File: src/rtl/rowptr_len_gen.sv
// Converts a CSR row_ptr stream into per-row nonzero counts, one AXIS beat per row,
// tagged with the row index; flags pointers that go backwards.
module rowptr_len_gen #(
  parameter int unsigned PTR_W = 32,
  parameter int unsigned ROW_W = 32
) (
  input  logic             clk,
  input  logic             rstn,
  input  logic             s_ptr_tvalid,
  input  logic [PTR_W-1:0] s_ptr_tdata,
  input  logic             s_ptr_tlast,
  output logic             s_ptr_tready,
  output logic             m_len_tvalid,
  output logic [PTR_W-1:0] m_len_tdata,
  output logic             m_len_tlast,
  input  logic             m_len_tready,
  output logic [ROW_W-1:0] m_row_idx,
  output logic             done,
  output logic             err_nonmono
);

  typedef enum logic [0:0] {StFirst, StRun} state_e;

  state_e           state_q, state_d;
  logic             tvalid_q, tvalid_d;
  logic [PTR_W-1:0] tdata_q, tdata_d;
  logic             tlast_q, tlast_d;
  logic [ROW_W-1:0] idx_q, idx_d;
  logic [PTR_W-1:0] prev_q, prev_d;
  logic [ROW_W-1:0] row_cnt_q, row_cnt_d;
  logic             done_q, done_d;
  logic             err_q, err_d;

  logic accept;
  logic load;
  logic drain;
  logic nonmono;

  // The first pointer of a matrix produces no output, so it never waits on the output reg.
  assign s_ptr_tready = (state_q == StFirst) | ~tvalid_q | m_len_tready;

  assign accept  = s_ptr_tvalid & s_ptr_tready;
  assign load    = accept & (state_q == StRun);
  assign drain   = tvalid_q & m_len_tready;
  assign nonmono = s_ptr_tdata < prev_q;

  always_comb begin
    state_d   = state_q;
    tvalid_d  = tvalid_q;
    tdata_d   = tdata_q;
    tlast_d   = tlast_q;
    idx_d     = idx_q;
    prev_d    = prev_q;
    row_cnt_d = row_cnt_q;
    err_d     = err_q;
    done_d    = accept & s_ptr_tlast;

    if (drain) begin
      tvalid_d = 1'b0;
    end

    if (accept) begin
      prev_d = s_ptr_tdata;
      unique case (state_q)
        StFirst: begin
          row_cnt_d = '0;
          if (!s_ptr_tlast) begin
            state_d = StRun;
          end
        end
        StRun: begin
          tvalid_d  = 1'b1;
          tdata_d   = nonmono ? '0 : s_ptr_tdata - prev_q;
          tlast_d   = s_ptr_tlast;
          idx_d     = row_cnt_q;
          row_cnt_d = row_cnt_q + ROW_W'(1);
          err_d     = err_q | nonmono;
          if (s_ptr_tlast) begin
            state_d = StFirst;
          end
        end
        default: state_d = StFirst;
      endcase
    end
  end

  always_ff @(posedge clk or negedge rstn) begin
    if (!rstn) begin
      state_q   <= StFirst;
      tvalid_q  <= 1'b0;
      tdata_q   <= '0;
      tlast_q   <= 1'b0;
      idx_q     <= '0;
      prev_q    <= '0;
      row_cnt_q <= '0;
      done_q    <= 1'b0;
      err_q     <= 1'b0;
    end else begin
      state_q   <= state_d;
      tvalid_q  <= tvalid_d;
      tdata_q   <= tdata_d;
      tlast_q   <= tlast_d;
      idx_q     <= idx_d;
      prev_q    <= prev_d;
      row_cnt_q <= row_cnt_d;
      done_q    <= done_d;
      err_q     <= err_d;
    end
  end

  assign m_len_tvalid = tvalid_q;
  assign m_len_tdata  = tdata_q;
  assign m_len_tlast  = tlast_q;
  assign m_row_idx    = idx_q;
  assign done         = done_q;
  assign err_nonmono  = err_q;

endmodule

File: config.mk
export PLATFORM = sky130hd
export DESIGN_NAME = rowptr_len_gen
export DESIGN_NICKNAME = d
export VERILOG_FILES = /design/src/rtl/rowptr_len_gen.sv
export SDC_FILE = /design/constraint.sdc
export NUM_CORES = 1
export LEC_CHECK = 0
export BUFFER_PORTS_ARGS = -buffer_cell sky130_fd_sc_hd__buf_4
export CAP_MARGIN = 20
export CORE_MARGIN = 2
export CORE_UTILIZATION = 41
export DETAILED_ROUTE_END_ITERATION = 6
export PLACE_DENSITY = 0.61
export SYNTH_ARGS = -nofsm -noshare
export SYNTH_HDL_FRONTEND = slang
export SYNTH_SLANG_ARGS = --single-unit
File: constraint.sdc
create_clock -name clk -period 3.2 [get_ports clk]
set_input_delay 0.8 -clock clk [delete_from_list [all_inputs] [get_ports clk]]
set_output_delay 0.8 -clock clk [all_outputs]
set_load 0.01 [all_outputs]
---- Word level (Yosys, flattened, before mapping) ----
Cells that the tools add are included.
Widths: inputs -> output; s select.
storage, ports and cells
  register bits ........................... 133
  input bits .............................. 37
  output and inout port bits .............. 69
  word-level logic and storage cells ...... 27
operators by class
  add/subtract/negate cells ............... 2
  $lt $le $gt $ge ......................... 1
  muxes and demuxes ....................... 6
  bitwise gates (word level) .............. 8
  reductions and logical operators ........ 1
operator list
  cell                   count
  $pmux 32 s2            1
  $add 32x1->32 const B  1
  $lt 32x32->1           1
  $mux 32                1
  $sub 32x32->32         1
  $mux 1                 4
  $and 1x1->1            3
  $or 1x1->1             3
  $not 1->1              2
  $reduce_and 2->1       1

---- Logic depth before layout (Yosys ltp) ----
  depth after elaboration ................. 5
  gate-level depth with buffers ........... 11
  depth with buffers taken out ............ 11

---- Least setup slack after synthesis ----
OpenSTA, ideal clock, no wires.
  path kind ............................... input-to-reg
  start point ............................. input s_ptr_tdata[2]
  end point ............................... register tdata_q[26] (netlist: m_len_tdata[26])
  library setup time ...................... 122 ps
  arrival time ............................ 2674 ps
  data required time ...................... 3078 ps
  setup slack ............................. 405 ps
  stages on the path ...................... 9
  path buffers ............................ 0
  cell sequence ........................... ha_1 nor2b_1 o211a_1 o21ai_2 o21ai_1 o21a_1 o21a_1 or3_1 a32o_1
on the way
  longest elaborated chain between the ends .. 2
  elaborated cells on any way between the ends .. 3
  classes of those cells .................. add/sub: 1; order compare: 1; mux: 1
ends and longest elaborated chain
  what                                                   RTL line  text
  start, declared                                        10        input logic [PTR_W-1:0] s_ptr_tdata,
  $sub 32x32->32 / $lt 32x32->1 (equally long branches)  73, 45
  $mux 32 *                                              73        tdata_d = nonmono ? '0 : s_ptr_tdata - prev_q;
  end signal, assigned                                   101       tdata_q <= tdata_d;
  end, declared                                          26        logic [PTR_W-1:0] tdata_q, tdata_d;
Every way passes the cells marked *; elsewhere a longest branch is shown, timed or not.
A chain may end at the register's enable or synchronous reset.

---- Worst setup path after layout ----
  start point ............................. input s_ptr_tdata[19]
  end point ............................... register tdata_q[22] (netlist: m_len_tdata[22])
Same word-level chain as after synthesis.

==> results.ini <==
[run_status]
status=completed

[floorplan]
fp.dieH_um=138.0
core_sq_mm=0.01778
start_util_pct=41.44
io_pins=106
rows=49
die_w_um=138.0
die_area_sq_mm=0.01906

[logic_synthesis]
synth-edff-count=0
yosys_warnings=0
ys_async_sr_fraction_pct=100.0
synthCells=836
syn_area_per_cell_sq_um=8.812
synth-seq-area-share_pct=45.18
synth_cell_type_count=66
ys.flop_type=dfrtp_1
synth_seq_cells=133
netlist_area_sq_mm=0.007367
syn-num-nets=908

[clock_network]
cts_resized=0
post_cts_buffers=0
cts.sinks=133
cts_hold_buf=0
cts_made_buffers=17
clk_pin_slew_ns=0.06
cts_tree=built
clock_latency_ns=0.42
clockBufferDepth=2
cts_root_buffer=clkbuf_16
htreeDepth=4

[sta]
fin_crit_sh_pct=91.02
fmax_mhz=343.3
layout_min_cycle_time_ns=2.913
finalSetupViolations=0
max_slew_margin_pct=38.29
finClkSkew_ns=0.006118
tightest_slew_ns=0.9223
whs_ns=0.3475
maxSlewViolCount=0
finalHoldViolCount=0
rsz0062_at_grt=no

[power]
power.density_mw_per_mm2=625.8
power.leakage_nw=4.555
power.total_mw=5.793
ir_drop_mv=0.3964

[route]
viasPerCell=5.210
totalWireLength_mm=18.59
wl_per_cell_um=15.40
drc=0
vias=6288
drt_iter0_drc=342
postRouteAntennaNets=0
first_pass_iters=7

[cells_and_area]
drive_gt1_share_pct=21.27
nets=1037
area_growth_syn_to_layout_pct=25.66
n_fill_cell=1717
antenna_cells=0

[setup_path]
cp_data_arrival_time_ns=3.27
crit_required_ns=3.56
crit_type=in -> reg
path_max_fanout=11
startpoint_type=input pin
crit_path_top_delay_cell=nor2_1
reg2reg_from=prev_q[0]
cp-end-kind=flip-flop
rrSetupSlack_ns=0.38
critPathLaunch=s_ptr_tdata[19]
cpPeakStageDelay_ns=0.70
cpMostUsedCell=buf_4
path_cells=buf_4 > ha_1 > nand4_1 > nor3_1 > buf_4 > nand3_1 > o2111ai_1 > o21ai_2 > nor2_1 > a32o_1

[flow_run]
timing.max_cap.violations=0

[global_route]
grt_usage_pct=20.15
grt_overflow=0
grt_pass1_vias=6150
grt_pass1_wl_mm=31.35
antenna_found_initial=0
grt_max_degree=60

[hold_path]
hold_class=in -> async

[place]
gp_routability_congestion=0.8280
numPortBuffers=105
hpwl_mm=13.64

[critical path, delay by kind of cell]
family                   cells  cell delay, ns
AO/OA/AOI/OAI                3            0.61
adder cells (fa/ha/maj)      1            0.36
buffers and inverters        2            0.26
AND/OR/NAND/NOR              4            1.23
[through the flow]
step / area, sq um / instances / utilization [%] / setup WS [ns] / TNS, ns
final: 9258 / 1207 / 52.07 / 0.2873 / 0
after global placement: 8640 / 1175 / 48.59 / -0.02606 / -0.07501
after CTS: 9258 / 1207 / 52.07 / 0.3374 / 0
after floorplan: 7367 / 836 / - / 0.4046 / 0
after detailed placement: 8640 / 1175 / 48.59 / -0.08522 / -0.4325
after global routing: 9258 / 1207 / 52.07 / 0.1417 / 0
[synthesized netlist by cell type (all sizes together) (12+ instances only)]
library cell	count	area (sq um)
ha	34	425.4
a21oi	37	192.7
clkbuf	24	90.09
nand3	21	110.1
o31ai	21	157.7
dfrtp	133	3328
a21o	16	120.1
o21ai	82	417.9
inv	40	150.1
nand4	12	75.07
buf	17	88.83
xor2	21	183.9
nand2	207	777.0
nor2	46	172.7
xnor2	13	113.9
[sequential cells by signal (all words and copies together), names as in the netlist]
signal,cells
prev_q,32
m_len_tvalid,1
err_nonmono,1
done,1
m_row_idx,32
state_q,1
m_len_tdata,32
m_len_tlast,1
row_cnt_q,32
[final cells by class]
cell class	instances	area, sq um	area share (%)
multi-input cells	622	3725	40.24
flip-flops and latches	133	3328	35.95
repair buffers	151	1150	12.42
clock buffers	22	474.2	5.122
well taps	229	286.5	3.095
inverters	40	150.1	1.622
clock inverters	10	143.9	1.554
[kinds of logic after synthesis]
group | after synthesis | synth area share (%)
multiplexers | 3 | 0.4076
AND/OR/NAND/NOR | 339 | 20.62
XOR/XNOR | 34 | 4.042
adder cells (fa/ha/maj) | 35 | 6.046
AO/OA/AOI/OAI | 211 | 19.24
buffers and inverters | 81 | 4.467
flip-flops | 133 | 45.18
[metal layers]
| metal | part of all wire [%] | GRT usage (%) | vias to the layer above | wire length [um] |
|---|---|---|---|---|
| met4 | 1.8 | 6.552 | 0 | 327 |
| met3 | 4.3 | 4.399 | 28 | 799 |
| li1 | - | - | 3145 | - |
| met1 | 46 | 26.69 | 2967 | 8519 |
| met2 | 48 | 33.09 | 148 | 8947 |
| met5 | 0 | 0 | - | 0 |
[final timing paths]
check / cells past startpoint / to
max in group asynchronous: 2 / m_len_tdata[27]
setup / recovery: 10 / m_len_tdata[22]
hold reg to reg: 1 / err_nonmono
hold / removal: 1 / m_row_idx[30]
min in group clk: 1 / err_nonmono
setup reg to reg: 9 / m_len_tdata[22]
[report_power, final]
group | leakage, nW | switching (mW) | internal [mW]
Sequential | 1.76 | 0.165 | 1.91
Clock | 0.293 | 0.749 | 1.29
Combinational | 2.50 | 0.932 | 0.747
[placed cells by master (no fill, tap or decap), types with 21 or more instances in the layout]
master	instances
ha_1	34
o31ai_1	21
nor2_1	45
nand2_1	206
a21oi_1	35
inv_1	40
buf_4	149
o21ai_0	74
dfrtp_1	133
xor2_1	21
(Power assumes the default switching activity.)
